[src/rtl/ysyx_22040729_multicycle_ctrl_pkg.sv]
// Shared definitions for the multi-cycle sequencer: state encoding, reset PC,
// the NOP that seeds the instruction latch, and the load writeback source code.
package ysyx_22040729_multicycle_ctrl_pkg;

  typedef enum logic [2:0] {
    S_FETCH = 3'd0,
    S_IWAIT = 3'd1,
    S_EXEC  = 3'd2,
    S_MREQ  = 3'd3,
    S_MWAIT = 3'd4,
    S_HALT  = 3'd5
  } state_e;

  localparam logic [63:0] RESET_PC_DEF   = 64'h8000_0000;
  localparam logic [31:0] NOP_INST       = 32'h0000_0013;
  localparam logic [1:0]  WDATA_SRC_LOAD = 2'b01;

endpackage

[src/rtl/ysyx_22040729_multicycle_ctrl_reg.sv]
// Async-reset register primitive with write enable; reset value is a parameter.
module ysyx_22040729_multicycle_ctrl_reg #(
  parameter int               WIDTH     = 1,
  parameter logic [WIDTH-1:0] RESET_VAL = '0
) (
  input  logic             clk,
  input  logic             rst,
  input  logic             wen,
  input  logic [WIDTH-1:0] d,
  output logic [WIDTH-1:0] q
);

  always_ff @(posedge clk or posedge rst) begin
    if (rst)      q <= RESET_VAL;
    else if (wen) q <= d;
  end

endmodule

[src/rtl/ysyx_22040729_multicycle_ctrl.sv]
// Multi-cycle sequencer: FETCH -> IWAIT -> EXEC [-> MREQ -> MWAIT] -> FETCH.
// Owns PC and the instruction latch; qualifies rf_we so each instruction writes once.
module ysyx_22040729_multicycle_ctrl
  import ysyx_22040729_multicycle_ctrl_pkg::*;
#(
  parameter int                    INST_WIDTH = 32,
  parameter int                    ADDR_WIDTH = 64,
  parameter logic [ADDR_WIDTH-1:0] RESET_PC   = ADDR_WIDTH'(RESET_PC_DEF)
) (
  input  logic                  clk,
  input  logic                  rst,
  output logic                  ifu_req_valid,
  input  logic                  ifu_req_ready,
  input  logic                  ifu_rsp_valid,
  input  logic [INST_WIDTH-1:0] ifu_rsp_inst,
  output logic [INST_WIDTH-1:0] inst,
  output logic [ADDR_WIDTH-1:0] pc,
  input  logic                  dec_rf_we,
  input  logic [1:0]            dec_rf_wdata_src,
  input  logic                  dec_mem_wen,
  input  logic                  dec_ebreak,
  input  logic [ADDR_WIDTH-1:0] next_pc,
  output logic                  lsu_req_valid,
  input  logic                  lsu_req_ready,
  output logic                  lsu_req_wen,
  input  logic                  lsu_rsp_valid,
  output logic                  rf_we,
  output logic                  inst_retired,
  output logic                  halt
);

  logic [2:0] state_raw_q;
  state_e     state_q;
  state_e     state_d;
  logic       pc_we;
  logic       inst_we;
  logic       is_mem;

  assign state_q = state_e'(state_raw_q);
  assign is_mem  = (dec_rf_wdata_src == WDATA_SRC_LOAD) || dec_mem_wen;

  ysyx_22040729_multicycle_ctrl_reg #(.WIDTH(3), .RESET_VAL(S_FETCH)) u_state_reg (
    .clk(clk), .rst(rst), .wen(1'b1), .d(state_d), .q(state_raw_q)
  );

  ysyx_22040729_multicycle_ctrl_reg #(.WIDTH(ADDR_WIDTH), .RESET_VAL(RESET_PC)) u_pc_reg (
    .clk(clk), .rst(rst), .wen(pc_we), .d(next_pc), .q(pc)
  );

  ysyx_22040729_multicycle_ctrl_reg #(.WIDTH(INST_WIDTH), .RESET_VAL(INST_WIDTH'(NOP_INST))) u_inst_reg (
    .clk(clk), .rst(rst), .wen(inst_we), .d(ifu_rsp_inst), .q(inst)
  );

  // Strobes are decoded from the current state so a write can only fire in the retire cycle.
  always_comb begin
    state_d       = state_q;
    pc_we         = 1'b0;
    inst_we       = 1'b0;
    ifu_req_valid = 1'b0;
    lsu_req_valid = 1'b0;
    rf_we         = 1'b0;
    inst_retired  = 1'b0;
    unique case (state_q)
      S_FETCH: begin
        ifu_req_valid = 1'b1;
        if (ifu_req_ready) state_d = S_IWAIT;
      end
      S_IWAIT: begin
        if (ifu_rsp_valid) begin
          inst_we = 1'b1;
          state_d = S_EXEC;
        end
      end
      S_EXEC: begin
        if (dec_ebreak) begin
          state_d = S_HALT;
        end else if (is_mem) begin
          state_d = S_MREQ;
        end else begin
          rf_we        = dec_rf_we;
          pc_we        = 1'b1;
          inst_retired = 1'b1;
          state_d      = S_FETCH;
        end
      end
      S_MREQ: begin
        lsu_req_valid = 1'b1;
        if (lsu_req_ready) state_d = S_MWAIT;
      end
      S_MWAIT: begin
        if (lsu_rsp_valid) begin
          rf_we        = dec_rf_we;
          pc_we        = 1'b1;
          inst_retired = 1'b1;
          state_d      = S_FETCH;
        end
      end
      S_HALT:  state_d = S_HALT;
      default: state_d = S_FETCH;
    endcase
  end

  assign lsu_req_wen = lsu_req_valid & dec_mem_wen;
  assign halt        = (state_q == S_HALT);

endmodule

[config.mk]
export PLATFORM = sky130hd
export DESIGN_NAME = ysyx_22040729_multicycle_ctrl
export DESIGN_NICKNAME = d
export VERILOG_FILES = /design/src/rtl/ysyx_22040729_multicycle_ctrl_pkg.sv /design/src/rtl/ysyx_22040729_multicycle_ctrl_reg.sv /design/src/rtl/ysyx_22040729_multicycle_ctrl.sv
export SDC_FILE = /design/constraint.sdc
export NUM_CORES = 1
export LEC_CHECK = 0
export BUFFER_PORTS_ARGS = -buffer_cell sky130_fd_sc_hd__buf_2
export CORE_MARGIN = 3
export CORE_UTILIZATION = 30
export CTS_CLUSTER_DIAMETER = 30
export DETAILED_ROUTE_END_ITERATION = 8
export SLEW_MARGIN = 0
export SYNTH_ARGS = -nofsm -noshare
export SYNTH_HDL_FRONTEND = slang
export SYNTH_SLANG_ARGS = --single-unit
[constraint.sdc]
create_clock -name clk -period 2.8 [get_ports clk]
set_input_delay 0 -clock clk [delete_from_list [all_inputs] [get_ports clk]]
set_output_delay 0 -clock clk [all_outputs]
set_load 0.01 [all_outputs]
# == Yosys cells after proc, flatten, opt, wreduce, memory -nomap -nowiden ==
# Index checks and enable logic that the tools add are counted.
# op_classes
n_mux,19
n_bitwise,1
reduce_logical,3
eq_ne,10
# ops
operator,n
$pmux W3 S6,1
$mux W3,5
$mux W1,10
$ne A2 B2 Y1 const B,4
$eq A3 B2 Y1 const B,2
$eq A3 B3 Y1 const B,2
$pmux W1 S2,2
$reduce_and A4 Y1,1
$eq A3 B1 Y1 const B,1
$logic_not A3 Y1,1
$eq A2 B1 Y1 const B,1
$mux W2,1
$and A1 B1 Y1,1
$logic_or A1 B1 Y1,1
# word_totals
elab_cells,36
reg_bits,99
output_inout_bits,102
input_bits,107

# == Depth between registers and ports, before layout ==
# depth
depth_word,5
mapped_depth,5
mapped_depth_nobuf,3

# == Hierarchy ==
# From an unflattened synthesis, not the netlist that was laid out.
# hier_totals
cells_unflattened,243
area_unflattened_um2,4352.9
# by_module_without_submodules
mod,cells_each,area_per_inst_um2,seq_area_each_um2,instances
ysyx_22040729_multicycle_ctrl_reg (u_pc_reg),136,2683.8,1602.8,1
ysyx_22040729_multicycle_ctrl_reg (u_inst_reg),69,1352.5,804.5,1
ysyx_22040729_multicycle_ctrl,31,203.9,0.0,1
ysyx_22040729_multicycle_ctrl_reg (u_state_reg),7,112.6,75.1,1

# == Worst setup path after synthesis ==
# Ideal clock, no wire load.
# synth_timing
path_type,flip-flop to flip-flop
startpoint,register u_state_reg.q[0]
endpoint,register u_pc_reg.q[10]
stages_incl_launch_ff,6
setup_slack_ns,0.820
synth_period_minus_slack_ns,1.980
path_buffers,2
required_time_ns,2.673
setup_time_ns,0.127
arrival_ns,1.852
path_cell_list,dfrtp_1 or4b_1 o31ai_2 buf_4 buf_6 mux2_1
# synth_via
elab_chain_len,2
elab_cells_between_ends,3
classes_between,eq/ne (2); mux (1)
# synth_rtl
item,line_no,text
from (decl),ysyx_22040729_multicycle_ctrl_reg.sv:10,output logic [WIDTH-1:0] q
from (signal assigned),ysyx_22040729_multicycle_ctrl_reg.sv:14,if (rst) q <= RESET_VAL;
from (signal assigned),ysyx_22040729_multicycle_ctrl_reg.sv:15,else if (wen) q <= d;
$eq A3 B3 Y1 / $eq A3 B2 Y1 (equally long branches),ysyx_22040729_multicycle_ctrl.sv:63,unique case (state_q)
$pmux W1 S2 (*),ysyx_22040729_multicycle_ctrl.sv:63,
to (signal assigned),ysyx_22040729_multicycle_ctrl_reg.sv:14,
to (signal assigned),ysyx_22040729_multicycle_ctrl_reg.sv:15,
to (decl),ysyx_22040729_multicycle_ctrl_reg.sv:10,
# Every way passes the cells marked *; elsewhere a longest branch is shown, timed or not.
# A chain may end at the register's enable or synchronous reset.

# == Worst setup path in the final report ==
# layout_timing
startpoint,register u_state_reg.q[1]
endpoint,output rf_we
# layout_via
elab_chain_len,2
elab_cells_between_ends,3
classes_between,eq/ne (2); mux (1)
# layout_rtl
item,line_no,text
$eq A3 B3 Y1 / $eq A3 B2 Y1 (equally long branches),ysyx_22040729_multicycle_ctrl.sv:63,
$pmux W1 S2 (*),ysyx_22040729_multicycle_ctrl.sv:63,
to (decl),ysyx_22040729_multicycle_ctrl.sv:27,"output logic rf_we,"
# Marked as above.

==> results.json <==
{
  "status": "finished, final reports clean",
  "drcViolationCount": 0,
  "fmax_mhz": 436.1,
  "postSynthAreaPerCell_sq_um": 16.19,
  "dp_slack_ns": 0.6561,
  "rsz0062_at_grt": "no",
  "clockBufferDepth": 2,
  "tns_ns": 0,
  "ioPinCount": 209,
  "die_w_um": 119.1,
  "gp_congestion": 0.7071,
  "drive_above_1_share_pct": 52.08,
  "dieArea_sq_um": 14180,
  "ant_nets": 0,
  "synth.distinct_cells": 23,
  "core_area_sq_um": 12260,
  "relSlewSlack_pct": 59.83,
  "cts_inserted_buffers": 9,
  "drtIter0Drc": 82,
  "root_buffer": "clkbuf_16",
  "ir_drop_mv": 0.4670,
  "clock_latency_ns": 0.33,
  "cts-htree-levels": 3,
  "grt_max_degree": 53,
  "num-fill-cells": 1009,
  "grt_pass1_vias": 3330,
  "ys_warn_count": 0,
  "io_buffers": 208,
  "arrival_ns": 2.29,
  "ys_seq_elements": 99,
  "clock-skew-final_ns": 0.002444,
  "grt_pass1_wl_mm": 16.45,
  "fin_nets": 655,
  "tightest_slew_ns": 0.6025,
  "hp-class": "input pin to flop",
  "num_vias": 3046,
  "antennaDiodeCount": 0,
  "core.rowCount": 40,
  "finalSetupViolations": 0,
  "fin_ws_ns": 0.5071,
  "firstDrtPassIters": 4,
  "dieHeight_um": 119.1,
  "finalWirelength_mm": 9.981,
  "viasPerCell": 4.225,
  "crit_type": "flop to output pin",
  "timing.hold.ws_ns": 0.05072,
  "critPathLaunchType": "flop",
  "synth_top_area_share_pct": 61.95,
  "syn_nets": 344,
  "hold_violations": 0,
  "tritoncts": "done",
  "leakage_nw": 3.099,
  "synthTopCellsByArea": "dfrtp_1, mux2_2, mux2_1",
  "maxCapViolCount": 0,
  "syn_area_sq_um": 3837,
  "pwr_density_cell_nw_per_um2": 992.7,
  "hpwl_mm": 6.367,
  "cp.required_ns": 2.80,
  "path_max_fanout": 52,
  "wire_per_inst_um": 13.84,
  "grt_overflow": 0,
  "synthCells": 237,
  "start_util_pct": 31.30,
  "maxSlewViolCount": 0,
  "antenna_found_initial": 0,
  "setup.worst_path.end_class": "output pin",
  "cts_num_sinks": 99,
  "clk_pin_slew_ns": 0.06,
  "area_delta_synth_final_pct": 67.13,
  "grtUsageTotal_pct": 14.43,
  "seq_area_frac_synth_pct": 64.69,
  "post_cts_buffers": 0,
  "min_period_ns": 2.293,
  "yosys.area.top_type": "dfrtp_1",
  "fin_crit_sh_pct": 81.89
}
-- flip-flops by register name, summed over array words and instances (netlist names) --
name	count
u_pc_reg.q	64
u_state_reg.q	3
u_inst_reg.q	32
-- power breakdown --
group | total [mW] | leakage [nW] | switching, mW | internal [mW]
registers | 2.54 | 1.18 | 0.361 | 2.18
clock network | 1.40 | 0.169 | 0.505 | 0.895
logic | 2.42 | 1.75 | 1.13 | 1.29
-- area by class of cell --
| type | instances | area, sq um | share of cell area [%] |
|---|---|---|---|
| Sequential cell | 99 | 2482 | 38.70 |
| Tap cell | 168 | 210.2 | 3.277 |
| Clock buffer | 11 | 242.7 | 3.785 |
| Clock inverter | 5 | 100.1 | 1.561 |
| Multi-Input combinational cell | 123 | 1267 | 19.76 |
| Inverter | 3 | 13.76 | 0.2146 |
| Timing Repair Buffer | 312 | 2097 | 32.70 |
-- worst paths after layout --
| path | endpoint | from | slack, ns | cells after the start |
|---|---|---|---|---|
| min in group asynchronous | u_pc_reg.q[48] | rst | 0.30 | 3 |
| max in group asynchronous | u_inst_reg.q[1] | rst | 1.74 | 4 |
| worst max register to register | u_pc_reg.q[61] | u_state_reg.q[1] | 0.63 | 4 |
| worst min register to register | u_pc_reg.q[21] | u_pc_reg.q[21] | 0.48 | 1 |
| worst min-delay path | u_state_reg.q[1] | dec_mem_wen | 0.05 | 3 |
| worst max-delay path | rf_we | u_state_reg.q[1] | 0.51 | 5 |
-- worst max-delay path: stages, from the launching register on --
cell	delay [ns]
dfrtp_1	0.54
or4b_1	0.54
o31ai_4	0.25
buf_12	0.29
and2_1	0.18
buf_2	0.13
-- kinds of logic (layout without fill, tap and decap cells) --
logic type / after synthesis / after routing / synth area share, %
AO/OA/AOI/OAI: 9 / 9 / 1.565
buffers and inverters: 15 / 331 / 2.511
flip-flops: 99 / 99 / 64.69
multiplexers: 96 / 96 / 28.17
AND/OR/NAND/NOR: 18 / 18 / 3.065
-- cell usage in the layout (no fill, tap or decap), types with 2 or more instances in the layout --
cell type | netlist | final
dfrtp_1 | 95 | 95
bufinv_16 | 0 | 3
buf_12 | 0 | 2
mux2_2 | 55 | 55
buf_4 | 1 | 2
nor2_1 | 2 | 2
buf_2 | 5 | 208
dfstp_2 | 4 | 4
o21ai_0 | 6 | 6
nor2b_1 | 5 | 5
and2_1 | 4 | 4
mux2_1 | 41 | 41
clkinv_2 | 0 | 2
dlygate4sd3_1 | 0 | 100
clkbuf_16 | 0 | 9
inv_1 | 3 | 2
-- synth_stat cells, drive strengths merged --
cell	instances
nand2	1
nor2	2
nor3	1
and3b	1
o21ai	6
nor4b	1
dfrtp	95
o311ai	1
nor2b	5
buf	10
inv	3
or4b	1
dfstp	4
mux2	96
and3	1
or4bb	1
o31ai	1
clkbuf	2
and2	4
a32oi	1
-- routing by layer --
layer  vias to the layer above  global-route usage, %  wire length [um]
li1                       1460                      -                 -
met1                      1457                  17.72              4169
met2                       118                  24.51              5044
met3                        11                  3.371               611
met4                         0                  5.648               156
met5                         -                      0                 0
-- per-stage QoR --
stage	power [mW]	util (%)	area, sq um	std cells
final	6.367	52.31	6414	721
after global routing	6.796	52.31	6414	721
after CTS	6.439	52.31	6414	721
after detailed placement	4.890	41.35	5070	605
after global placement	4.819	41.35	5070	605
after floorplan	3.868	-	3837	237
-- repair_timing --
action / CTS / global route
gates resized for setup: 0 / 0
endpoints found under the hold margin: 145 / 0
endpoints found under the setup margin: 0 / 0
hold buffers: 100 / 0
Power figures use the tool's default switching activity.
